## src/rtl/sm_pkg.sv

```systemverilog
// Shared types and constants for the sign-magnitude sort controller.
// Words are sign-magnitude: MSB is the sign (1 = negative), the rest is magnitude.
package sm_pkg;

   typedef enum logic [1:0] {LOAD, SORT, DRAIN} sort_state_t;

   localparam int SM_W = 8;
   localparam logic [SM_W-1:0] SM_POS_ZERO = 8'h00;
   localparam logic [SM_W-1:0] SM_NEG_ZERO = 8'h80;

   function automatic logic sm_neg(input logic [SM_W-1:0] x);
      return x[SM_W-1];
   endfunction

endpackage

```

## src/rtl/comparator.sv

```systemverilog
// Sign-magnitude "greater or equal": o_out = (i_a >= i_b).
// -0 orders strictly before +0, so mixed-sign inputs are decided by sign alone.
module comparator #(
   parameter int N = 8
) (
   input  logic [N-1:0] i_a,
   input  logic [N-1:0] i_b,
   output logic         o_out
);

   logic a_neg;
   logic b_neg;
   logic [N-2:0] a_mag;
   logic [N-2:0] b_mag;

   assign a_neg = i_a[N-1];
   assign b_neg = i_b[N-1];
   assign a_mag = i_a[N-2:0];
   assign b_mag = i_b[N-2:0];

   // Among negatives a larger magnitude is a smaller value.
   always_comb begin
      o_out = 1'b0;
      if (a_neg != b_neg)
         o_out = !a_neg;
      else if (!a_neg)
         o_out = (a_mag >= b_mag);
      else
         o_out = (a_mag <= b_mag);
   end

endmodule

```

## src/rtl/sm_sort_ctrl.sv

```systemverilog
// Batch buffer that loads DEPTH sign-magnitude words, bubble-sorts them in place
// with one shared comparator (one compare per cycle) and streams them out ascending.
module sm_sort_ctrl
   import sm_pkg::*;
#(
   parameter int N     = 8,
   parameter int DEPTH = 8
) (
   input  logic         i_clk,
   input  logic         i_rst,
   input  logic         i_valid,
   input  logic [N-1:0] i_data,
   output logic         o_ready,
   output logic         o_valid,
   output logic [N-1:0] o_data,
   input  logic         i_ready,
   output logic         o_busy,
   output logic         o_done
);

   localparam int CW = $clog2(DEPTH) + 1;
   localparam int IW = $clog2(DEPTH);
   localparam logic [CW-1:0] LAST_IDX  = CW'(DEPTH - 1);
   localparam logic [CW-1:0] LAST_PASS = CW'(DEPTH - 2);

   sort_state_t state;
   logic [N-1:0]  mem [DEPTH];
   logic [CW-1:0] wr_cnt;
   logic [CW-1:0] rd_cnt;
   logic [CW-1:0] j;
   logic [CW-1:0] p;
   logic          swap_flag;

   logic [IW-1:0] j_idx;
   logic [IW-1:0] j1_idx;
   logic          ge;
   logic          last_j;
   logic          swapped_now;

   assign j_idx       = j[IW-1:0];
   assign j1_idx      = j_idx + IW'(1);
   assign last_j      = (j == LAST_PASS - p);
   assign swapped_now = swap_flag | !ge;
   assign o_data      = mem[rd_cnt[IW-1:0]];

   comparator #(.N(N)) u_cmp (
      .i_a   (mem[j1_idx]),
      .i_b   (mem[j_idx]),
      .o_out (ge)
   );

   // Swapping only on a strict "less than" keeps equal words in arrival order.
   always_ff @(posedge i_clk) begin
      if (i_rst) begin
         state     <= LOAD;
         wr_cnt    <= '0;
         rd_cnt    <= '0;
         j         <= '0;
         p         <= '0;
         swap_flag <= 1'b0;
         o_ready   <= 1'b1;
         o_valid   <= 1'b0;
         o_busy    <= 1'b0;
         o_done    <= 1'b0;
      end else begin
         o_done <= 1'b0;
         case (state)
            LOAD: begin
               if (i_valid && o_ready) begin
                  mem[wr_cnt[IW-1:0]] <= i_data;
                  if (wr_cnt == LAST_IDX) begin
                     state     <= SORT;
                     wr_cnt    <= '0;
                     j         <= '0;
                     p         <= '0;
                     swap_flag <= 1'b0;
                     o_ready   <= 1'b0;
                     o_busy    <= 1'b1;
                  end else begin
                     wr_cnt <= wr_cnt + CW'(1);
                  end
               end
            end
            SORT: begin
               if (!ge) begin
                  mem[j_idx]  <= mem[j1_idx];
                  mem[j1_idx] <= mem[j_idx];
               end
               if (last_j) begin
                  if (!swapped_now || p == LAST_PASS) begin
                     state   <= DRAIN;
                     rd_cnt  <= '0;
                     o_busy  <= 1'b0;
                     o_valid <= 1'b1;
                  end else begin
                     p         <= p + CW'(1);
                     j         <= '0;
                     swap_flag <= 1'b0;
                  end
               end else begin
                  j         <= j + CW'(1);
                  swap_flag <= swapped_now;
               end
            end
            DRAIN: begin
               if (o_valid && i_ready) begin
                  if (rd_cnt == LAST_IDX) begin
                     state   <= LOAD;
                     rd_cnt  <= '0;
                     o_valid <= 1'b0;
                     o_ready <= 1'b1;
                     o_done  <= 1'b1;
                  end else begin
                     rd_cnt <= rd_cnt + CW'(1);
                  end
               end
            end
            default: begin
               state   <= LOAD;
               o_ready <= 1'b1;
               o_valid <= 1'b0;
               o_busy  <= 1'b0;
            end
         endcase
      end
   end

endmodule

```

## config.mk

```make
export PLATFORM = sky130hd
export DESIGN_NAME = sm_sort_ctrl
export DESIGN_NICKNAME = d
export VERILOG_FILES = /design/src/rtl/sm_pkg.sv /design/src/rtl/comparator.sv /design/src/rtl/sm_sort_ctrl.sv
export SDC_FILE = /design/constraint.sdc
export NUM_CORES = 1
export LEC_CHECK = 0
export ABC_AREA = 1
export ABC_CLOCK_PERIOD_IN_PS = 5730
export CAP_MARGIN = 20
export CORE_AREA = 4 4 110 112
export DETAILED_ROUTE_END_ITERATION = 12
export DIE_AREA = 0 0 114 116
export GPL_TIMING_DRIVEN = 0
export PLACE_DENSITY = 0.78
export SLEW_MARGIN = 40
export SYNTH_ARGS = -nofsm -noshare
export SYNTH_HDL_FRONTEND = slang
export SYNTH_HIERARCHICAL = 1
export SYNTH_SLANG_ARGS = --single-unit
```

## constraint.sdc

```tcl
create_clock -name i_clk -period 5.73 [get_ports i_clk]
set_clock_uncertainty 0.2 [all_clocks]
set_input_delay 1.146 -clock i_clk [delete_from_list [all_inputs] [get_ports i_clk]]
set_output_delay 1.146 -clock i_clk [all_outputs]
set_load 0.1 [all_outputs]
```

Yosys cells after proc, flatten, opt, wreduce, memory -nomap -nowiden

Memories as Yosys holds them, arrays and structs flattened. A register that Yosys moved wholly into a read port is not among the register bits.
Index checks and enable logic that the tools add are counted.

Add/subtract/negate cells: 6
$lt $le $gt $ge: 2
Equal/unequal tests: 15
Muxes and demuxes: 57
Bitwise operators: 5
Reductions and logical operators: 19

Operators with widths:

| kind                | number |
|---|---|
| $mux 4              | 11 |
| $mux 1              | 26 |
| $pmux 4 s2          | 3 |
| $reduce_and 5->1    | 4 |
| $add 4x1->4 const B | 4 |
| $mux 3              | 5 |
| $ne 2x2->1 const B  | 7 |
| $eq 4x3->1 const B  | 3 |
| $mux 2              | 6 |
| $pmux 1 s3          | 3 |
| $mux 8              | 1 |
| $reduce_and 4->1    | 2 |
| $reduce_or 8->1     | 1 |
| $ge 7x7->1          | 1 |
| $le 7x7->1          | 1 |
| $pmux 2 s3          | 1 |
| $reduce_and 6->1    | 1 |
| $eq 4x4->1          | 1 |
| $not 1->1           | 4 |
| $reduce_bool 2->1   | 2 |
| $sub 3x4->4 const A | 1 |
| $add 3x1->3 const B | 1 |
| $logic_not 1->1     | 3 |
| $ne 3x3->1 const B  | 1 |
| 10 further kinds    | 11 |

Register bits: 23
RAM bits: 64
Input bits: 12
Output and inout port bits: 12
Word-level logic and storage cells: 115
Memories: 1

Memory list:

| memory | depth | bits a word | read ports | clocked after memory_dff | wr ports | line               | source |
|---|---|---|---|---|---|---|---|
| mem    | 8     | 8           | 3          | 2                        | 2        | sm_sort_ctrl.sv:27 | `logic [N-1:0] mem [DEPTH];` |

Depth between registers and ports, before layout

Gate-level depths: netlist (run 1).
An unclocked memory read counts as a cell.

Depth after elaboration: 14
Mapped depth: 26
Gate-level depth less buffers: 25

By module

Netlist (run 1), hierarchy kept.

By module, submodules not included:

| module       | instances | cells each | area each (um^2) | sequential area each (um^2) |
|---|---|---|---|---|
| sm_sort_ctrl | 1         | 866        | 6337.3           | 2502.4 |
| comparator   | 1         | 39         | 222.7            | 0.0 |

Worst setup path after synthesis (run 1)

No wires, ideal clock.

Kind: reg2out
Start: reg (tool-made name)
End: out o_data[7]
Arrival: 2.682 ns
Data required time: 4.384 ns
Slack: 1.702 ns
Cell stages (with the launch flop): 5
Buffers on the path: 2
Cells stage by stage: dfxtp_1 -> clkbuf_1 -> clkbuf_1 -> o21ai_0 -> a31oi_1

RTL lines:

| element          | line               | source |
|---|---|---|
| end: declaration | sm_sort_ctrl.sv:15 | `output logic [N-1:0] o_data,` |

==> results of run 1 <==
==> worst max path at each step <==
| stage | startpoint | to | slack, ps | cells past startpoint |
|---|---|---|---|---|
| final | j[1] | mem[3][5] | 900 | 20 |
| after global routing | flip-flop | mem[1][0] | 610 | 19 |
| after CTS | flip-flop | mem[1][4] | 950 | 19 |
| after detailed placement | flip-flop | mem[1][3] | 1010 | 19 |
| after global placement | j[1] | mem[1][3] | 720 | 20 |
| after floorplan | flip-flop | o_data[7] | 1700 | 4 |
==> cell usage after synthesis, types with 7 or more instances <==
| master | instances | share of area |
|---|---|---|
| nand2_1 | 198 | 0.11 |
| nand3_1 | 99 | 0.076 |
| inv_1 | 92 | 0.053 |
| o21ai_0 | 85 | 0.065 |
| edfxtp_1 | 64 | 0.29 |
| a21oi_1 | 62 | 0.047 |
| nor2_1 | 53 | 0.030 |
| o21ai_1 | 42 | 0.032 |
| dfxtp_1 | 29 | 0.088 |
| o211ai_1 | 23 | 0.026 |
| clkbuf_1 | 20 | 0.011 |
| buf_2 | 18 | 0.014 |
| nand2_2 | 17 | 0.016 |
| ha_1 | 13 | 0.025 |
| nand4_1 | 11 | 0.010 |
| or2_2 | 9 | 0.0086 |
| a31oi_1 | 8 | 0.0076 |
| buf_1 | 7 | 0.0040 |
==> state kept, by name, summed over array words and instances (netlist names), named ones only <==
register   flops
o_busy         1
p              4
state          2
o_ready        1
rd_cnt         4
wr_cnt         4
j              4
mem           64
swap_flag      1
o_done         1
o_valid        1
==> worst max-delay path, cell delays in order (launching register included) <==
cell and delay, ps:
dfxtp_1 500, ha_1 240, inv_1 50, nand2_2 90, nand2_4 80, nand2_1 200
nor2_1 90, nor3_2 360, inv_1 80, ha_1 330, a21oi_1 160, nand2_1 70
nand2_1 80, nand3_1 70, nand2_1 60, nand2_1 150, nor3_4 250, buf_4 210
buf_4 220, o211ai_1 230, o21ai_1 700
==> logic make-up after synthesis <==
group,after synthesis
and+or+nand+nor,411
adders and majority gates,13
xor gates and xnor gates,4
DFF,93
buffers and inverters,152
AOI/OAI and AO/OA,232
==> where the power goes <==
| group | internal, mW | leakage (nW) | switching (mW) |
|---|---|---|---|
| registers | 0.823 | 0.813 | 0.0639 |
| clock network | 0.344 | 0.151 | 0.260 |
| logic | 0.435 | 2.00 | 1.21 |
| total | 1.60 | 2.97 | 1.54 |
==> area by class of cell <==
| type | instances | area [um^2] |
|---|---|---|
| Clock inverter | 3 | 16.3 |
| Multi-Input combinational cell | 660 | 3420 |
| Sequential cell | 93 | 2500 |
| Timing Repair Buffer | 23 | 170 |
| Inverter | 99 | 374 |
| Fill cell | 1004 | 4010 |
| Buffer | 53 | 263 |
| Clock buffer | 13 | 282 |
| Tap cell | 143 | 179 |
==> cell usage in the layout (no fill, tap or decap), types with 11 or more instances in the layout <==
| cell | n |
|---|---|
| edfxtp_1 | 64 |
| nand2_2 | 17 |
| clkbuf_1 | 21 |
| o21ai_0 | 82 |
| dfxtp_1 | 29 |
| o21ai_1 | 44 |
| clkdlybuf4s50_1 | 11 |
| o211ai_1 | 23 |
| buf_2 | 30 |
| nor2_1 | 53 |
| a21oi_1 | 62 |
| ha_1 | 13 |
| inv_1 | 92 |
| nand4_1 | 11 |
| nand2_1 | 198 |
| nand3_1 | 99 |
==> per-layer routing <==
| layer | up-vias | part of all wire |
|---|---|---|
| li1 | 3153 | - |
| met1 | 3007 | 0.42 |
| met2 | 476 | 0.41 |
| met3 | 51 | 0.15 |
| met4 | 0 | 0.023 |
| met5 | - | 0 |
==> metrics, run 1 <==
Netlist Area Pre-Place=0.00656 mm^2; Yosys warnings=6; worst setup path class=flip-flop to flip-flop; Pleak=2.97 nW; top_reg_cell synth=edfxtp_1; synthesis-stage register bit count=93; CTS Sinks=93; worst skew pair latency=350 ps; CTS buffer count=9; # Max-Cap Violations=0; initial antenna violation count=0; final worst slack=904 ps; Overall Power=3.14 mW; Req. time, crit path=5500 ps; ANT cells=0; post-synthesis xor/xnor area fraction=0.00534; Max-slew headroom=0.470; fin. max-slew vios=0; dpl cells=1071; Syn Inst Count=905; Finished Core Util=0.642; drc violations=0; Mean Syn Cell Area=7.25 um^2; ys async rst share=0; met1 Use GR=0.473; layout cells sized above 1=0.118; first-pass GRT wire length=32.1 mm; fin area=0.00721 mm^2; CTS tree=built; syn nets=930; min-delay worst type=flip-flop to flip-flop; Tot GR Track Use=0.317; Syn-to-layout area delta=9.92%; I/O Buffers=23; largest net degree at the start of global routing=16; die width=114 um; status=completed; Crit. End Element=flip-flop; dpl cell area=0.00691 mm^2; DR pass1 iterations=6; worst r2r dst=mem[3][5]; GPL Wtd Cong=0.956; mux cell area share after synthesis=0; Worst Tran Pin Value=790 ps; final hold vios=0; hold path endpoint=swap_flag; Final Net Count=964; post-cts resize count=0; Ports=24; maximum clock frequency=207 MHz; Yosys cell types=42; Sum Neg Setup Slack=0 ps; crit-path max FO=10; gr busiest metal=met1; Final ANT Viol Nets=0; reg2reg setup slack=900 ps; Overflow after GRT=0; Setup WS pre-CTS=1010 ps; Detailed Route WL=20.5 mm; M3 GR Usage=0.0914; met2 GRT Util=0.444; hold_buf cts=0; sequential element share of the synthesized area=0.381; post-synthesis compound-gate area fraction=0.204; post-detail-place hpwl=15.1 mm; clock-pin slew on the worst setup and hold paths=60 ps; fin cells=1087; Vias=6687; pwr dens=436 mW/mm^2; minimum hold slack=269 ps; core area=0.0112 mm^2; Post-synth EDFFs=64; Crit path arrival time=4600 ps; Period minus WS final=4830 ps; Post-Synth Simple-Gate Area=0.288; final setup fails=0; hold_sp=swap_flag; Starting Density=0.585; Die Area=0.0132 mm^2; Synth Area in Adders=0.0248; WL/cell=18.8 um; postcts setup bufs=0; drt via density=6.15; RR Startpoint=j[1]; startpoint types=flip-flop; Reg2Reg Depth=20; RSZ-0062 raised after global routing=false; Min-Delay Path Depth=2; CTS root buf=clkbuf_16; H-tree Lvls=3; Die Ht=116 um; vias in the first global route=5784; period utilization=0.842; initial DRC count=985; largest family of logic cells by synthesized area=simple AND/OR/NAND/NOR gates; Max Root-Sink Buffers=2; row count=39; peak supply drop=0.361 mV
(Power assumes the default switching activity.)
==> run 2: changes to the inputs <==
- ABC_CLOCK_PERIOD_IN_PS: 5730 -> 4100
- CORE_AREA: 4 4 110 112 -> 4 4 114 116
- DIE_AREA: 0 0 114 116 -> 0 0 118 120
- PLACE_DENSITY: 0.78 -> 0.76
- clock period: 5.73 -> 4.1 ns (I/O delays scaled with it)
==> run 2 against run 1 <==
First-iteration DRC count increased by 20%. Global-route usage decreased by 1.8 points. Via count increased by 3.3%. Die area increased by 7.1%. Sequential share of layout area decreased by 1.7 points. Critical path depth increased by 1. Combinational power increased by 51%. Fmax increased by 24%. Cell count increased by 1.9%. Largest power group unchanged.
==> metrics, run 2 (same netlist as run 1, synthesis figures left out) <==
drc violations=0 (unchanged); Overall Power=4.55 mW (was 3.14 mW); hold_buf cts=0 (unchanged); Crit. End Element=flip-flop (unchanged); Vias=6905 (was 6687); Period minus WS final=3900 ps (was 4830 ps); WL/cell=19.3 um (was 18.8 um); Detailed Route WL=21.4 mm (was 20.5 mm); Pleak=3.12 nW (was 2.97 nW); fin. max-slew vios=0 (unchanged); Req. time, crit path=3950 ps (was 5500 ps); Final ANT Viol Nets=0 (unchanged); final setup fails=0 (unchanged); CTS Sinks=93 (unchanged); H-tree Lvls=3 (unchanged); ANT cells=0 (unchanged); Starting Density=0.551 (was 0.585); Syn-to-layout area delta=15.9% (was 9.92%); commonest non-fill, non-tap cell in the layout=nand2_1 (unchanged); initial antenna violation count=0 (unchanged); status=completed (unchanged); Die Area=0.0142 mm^2 (was 0.0132 mm^2); peak supply drop=0.422 mV (was 0.361 mV); die width=118 um (was 114 um); Top reg by flops=mem (unchanged); drt via density=6.23 (was 6.15); multi-input logic area=0.00360 mm^2 (was 0.00342 mm^2); period utilization=0.952 (was 0.842); largest net degree at the start of global routing=17 (was 16); Overflow after GRT=0 (unchanged); row count=40 (was 39); Crit path arrival time=3760 ps (was 4600 ps); worst skew pair latency=350 ps (about the same); first-pass GRT wire length=33.4 mm (was 32.1 mm); layout cells sized above 1=0.170 (was 0.118); Ports=24 (unchanged); worst setup path class=flip-flop to flip-flop (unchanged); min-delay worst type=flip-flop to flip-flop (unchanged); Finished Core Util=0.638 (was 0.642); Max Root-Sink Buffers=2 (unchanged); Max-slew headroom=0.635 (was 0.470); maximum clock frequency=256 MHz (was 207 MHz); Final Net Count=981 (was 964); startpoint types=flip-flop (unchanged); I/O Buffers=23 (unchanged); CTS buffer count=9 (unchanged); commonest cells after routing, fill and taps aside=nand2_1, nand3_1, inv_1 (unchanged); GPL Wtd Cong=0.973 (was 0.956); final worst slack=197 ps (was 904 ps); Fillers=1058 (was 1004); core area=0.0119 mm^2 (was 0.0112 mm^2); DR pass1 iterations=6 (unchanged); Die Ht=120 um (was 116 um); crit-path max FO=9 (was 10); vias in the first global route=5975 (was 5784); pwr dens=599 mW/mm^2 (was 436 mW/mm^2); CTS root buf=clkbuf_16 (unchanged); number of flip-flops in the largest register=64 (unchanged); Worst Tran Pin Value=547 ps (was 790 ps); clock-pin slew on the worst setup and hold paths=70 ps (was 60 ps); Storage cell area=0.00251 mm^2 (was 0.00250 mm^2); CTS tree=built (unchanged); post-detail-place hpwl=15.5 mm (was 15.1 mm); # Max-Cap Violations=0 (unchanged); final hold vios=0 (unchanged); initial DRC count=1181 (was 985); Tot GR Track Use=0.299 (was 0.317); Setup WS pre-CTS=-637 ps (was 1010 ps)
[run 2: layout make-up]
type | instances | share of cell area
clock buffer | 11 | 0.0334
clock inverter | 5 | 0.00395
tap | 147 | 0.0242
sequential | 93 | 0.330
timing repair buffer | 41 | 0.0467
multi-input combinational | 660 | 0.474
buffer | 52 | 0.0384
inverter | 99 | 0.0492
[run 2: metrics by stage]
stage	hold WS (ps)	TNS, ps	std cells	area (um^2)
after CTS	268	0	1104	7480
after detailed placement	255	-40610	1075	6910
final	274	0	1108	7600
after floorplan	240	0	905	6560
after global placement	253	-45530	1075	6970
after global routing	304	-263	1108	7600
[run 2: worst paths after layout]
path                            slack (ps)       from        end  cells after the start
worst max register to register         200       j[2]  mem[6][7]                     21
worst min-delay path                   270  wr_cnt[3]  wr_cnt[3]                      2
worst min register to register         270  wr_cnt[3]  wr_cnt[3]                      2
worst max-delay path                   200       j[2]  mem[6][7]                     21
[run 2: worst max-delay path: stages, from the launching register on]
cell and delay (ps):
dfxtp_1 500, nand2_1 170, nand2_4 150, nor2_4 90, a22oi_2 220, nand3_1 190
ha_1 350, nand2_1 90, inv_1 50, a21oi_2 140, nand3_1 80, nand2_1 70
nand2_2 80, nor3_4 150, buf_6 180, inv_2 80, nand2_1 100, o21ai_2 100
inv_1 140, nand2_2 120, o21ai_4 170, buf_4 180
[run 2: what timing repair did]
item	CTS	global route
pin swaps	14	10
endpoints found under the setup margin	112	121
resized for setup	35	27
setup buffers	13	5
[run 2: metal layers]
| layer | track usage | vias to the layer above | share of wire |
|---|---|---|---|
| met5 | 0 | - | 0 |
| met2 | 0.428 | 534 | 0.42 |
| met3 | 0.0660 | 53 | 0.15 |
| li1 | - | 3182 | - |
| met4 | 0.0974 | 0 | 0.026 |
| met1 | 0.448 | 3136 | 0.41 |
[run 2: power by group]
group	switching, mW	internal [mW]	total (mW)
combinational	1.77	0.723	2.49
sequential	0.103	1.15	1.25
clock	0.359	0.449	0.808
==> run 3: changes to the inputs <==
- CORE_AREA: 4 4 114 116 -> 4 4 112 114
- CTS_BUF_LIST: unset -> sky130_fd_sc_hd__clkbuf_8
- DIE_AREA: 0 0 118 120 -> 0 0 116 118
- GPL_TIMING_DRIVEN: 0 -> unset
- PLACE_DENSITY: 0.76 -> 0.79
- SLEW_MARGIN: 40 -> unset
==> run 3 against run 2 <==
Via count is 6.5% lower. Clock power is 13% lower. Sequential cell count stayed put. Highest routed layer unchanged.
==> metrics, run 3 (same netlist as run 1, synthesis figures left out) <==
Tot GR Track Use=0.276 (was 0.299); Pleak=2.98 nW (was 3.12 nW); # Max-Cap Violations=0 (unchanged); Buf+Inv Stages, Crit Path=6 (was 5); CTS root buf=clkbuf_8 (was clkbuf_16); CTS buffer count=9 (unchanged); final hold vios=0 (unchanged); ANT cells=0 (unchanged); status=completed (unchanged); CP delay by family, top=simple AND/OR/NAND/NOR gates (unchanged); vias in the first global route=5533 (was 5975); Final ANT Viol Nets=0 (unchanged); Vias=6454 (was 6905); commonest non-fill, non-tap cell in the layout=nand2_1 (unchanged); worst setup path class=flip-flop to flip-flop (unchanged); Critical Path Most Common Cell=nand2_1 (unchanged); Max stage delay on crit path=400 ps (was 500 ps); commonest cells after routing, fill and taps aside=nand2_1, nand3_1, inv_1 (unchanged); die width=116 um (was 118 um); crit-path max FO=14 (was 9); peak supply drop=0.397 mV (was 0.422 mV); Finished Core Util=0.633 (was 0.638); CTS tree=built (unchanged); layout cells sized above 1=0.129 (was 0.170); startpoint types=flip-flop (unchanged); Critical-path top delay cell=ha_1 (was dfxtp_1); WL/cell=17.4 um (was 19.3 um); row count=39 (was 40); I/O Buffers=23 (unchanged); core area=0.0114 mm^2 (was 0.0119 mm^2); Max Root-Sink Buffers=2 (unchanged); largest net degree at the start of global routing=70 (was 17); Crit. End Element=flip-flop (unchanged); Worst Tran Pin Value=975 ps (was 547 ps); worst-path cell chain=ha_1, inv_2, nand2_2, inv_1, nand2_1, nand3_1, ha_1, nand2_1, inv_1, a21oi_2, nand3_1, nand2_1, nand2_1, nor3_4, buf_4, nand2_2, clkinv_2, nand2_2, o21ai_1, buf_4 (was nand2_1, nand2_4, nor2_4, a22oi_2, nand3_1, ha_1, nand2_1, inv_1, a21oi_2, nand3_1, nand2_1, nand2_2, nor3_4, buf_6, inv_2, nand2_1, o21ai_2, inv_1, nand2_2, o21ai_4, buf_4); worst skew pair latency=370 ps (was 350 ps); initial antenna violation count=0 (unchanged); drt via density=6.03 (was 6.23); H-tree Lvls=3 (unchanged); DR pass1 iterations=6 (unchanged); Die Ht=118 um (was 120 um); Ports=24 (unchanged); period utilization=0.947 (was 0.952); Max-slew headroom=0.348 (was 0.635); Overflow after GRT=0 (unchanged); post-detail-place hpwl=14.0 mm (was 15.5 mm); clock-pin slew on the worst setup and hold paths=100 ps (was 70 ps); min-delay worst type=flip-flop to flip-flop (unchanged); pwr dens=589 mW/mm^2 (was 599 mW/mm^2); Fillers=1007 (was 1058); initial DRC count=987 (was 1181); Final Net Count=947 (was 981); first-pass GRT wire length=29.5 mm (was 33.4 mm); maximum clock frequency=258 MHz (was 256 MHz); fin area=0.00723 mm^2 (was 0.00760 mm^2); Starting Density=0.575 (was 0.551); fin. max-slew vios=0 (unchanged); drc violations=0 (unchanged); Req. time, crit path=3970 ps (was 3950 ps); CTS Sinks=93 (unchanged); Top reg by flops=mem (unchanged); GPL Wtd Cong=1.02 (was 0.973); dpl cell area=0.00697 mm^2 (was 0.00691 mm^2); final setup fails=0 (unchanged); Die Area=0.0137 mm^2 (was 0.0142 mm^2); Detailed Route WL=18.6 mm (was 21.4 mm); Crit path arrival time=3750 ps (was 3760 ps); Period minus WS final=3880 ps (was 3900 ps); Syn-to-layout area delta=10.2% (was 15.9%); hold_buf cts=0 (unchanged); number of flip-flops in the largest register=64 (unchanged)
[run 3: cell types whose count changed in the layout (fill, tap and decap cells not counted), sizes merged]
cell and change:
clkbuf -22, clkinv -1, clkdlybuf4s50 +4, inv -1, buf -16, bufinv +2
[run 3: metal layers]
metal	global-route usage	part of all wire	vias to the layer above
met5	0	0	-
met4	0.0747	0.023	0
met3	0.0658	0.13	36
met2	0.386	0.42	392
met1	0.422	0.43	2916
li1	-	-	3110
[run 3: tightest hold or removal path, stage by stage, from the launching register on]
cell and delay [ps]:
dfxtp_1 320, nand2_1 60, a21oi_1 60
[run 3: repair_timing]
action	CTS	global route
buffers inserted	0	4
endpoints found under the setup margin	0	101
resized for setup	0	3
[run 3: layout make-up]
cell class	instances	area (um^2)	share of cell area
Sequential cell	93	2500	0.346
Clock inverter	5	78.8	0.0109
Multi-Input combinational cell	660	3430	0.474
Inverter	99	374	0.0517
Clock buffer	11	151	0.0209
Tap cell	143	179	0.0247
Timing Repair Buffer	59	518	0.0716
[run 3: power breakdown]
| group | switching (mW) | internal (mW) |
|---|---|---|
| registers | 0.129 | 1.15 |
| clock network | 0.327 | 0.378 |
| logic | 1.58 | 0.696 |
[run 3: path summary, 6_finish.rpt]
kind	startpoint	end	slack, ps	cells after the start
hold / removal	wr_cnt[3]	wr_cnt[3]	280	2
setup / recovery	j[0]	mem[7][2]	220	20
hold reg to reg	wr_cnt[3]	wr_cnt[3]	280	2
setup reg to reg	j[0]	mem[7][2]	220	20
[run 3: metrics by stage]
stage | std cells | setup WS [ps] | hold WS, ps | TNS, ps | total power, mW
5_1_grt | 1070 | -15.9 | 299 | -247 | 4.54
4_1_cts | 1066 | 65.7 | 276 | 0 | 4.22
6_report | 1070 | 218 | 279 | 0 | 4.26
3_5_place_dp | 1050 | 168 | 261 | 0 | 3.51
3_3_place_gp | 1050 | 327 | 253 | 0 | 3.47
2_1_floorplan | 905 | 188 | 240 | 0 | 2.96
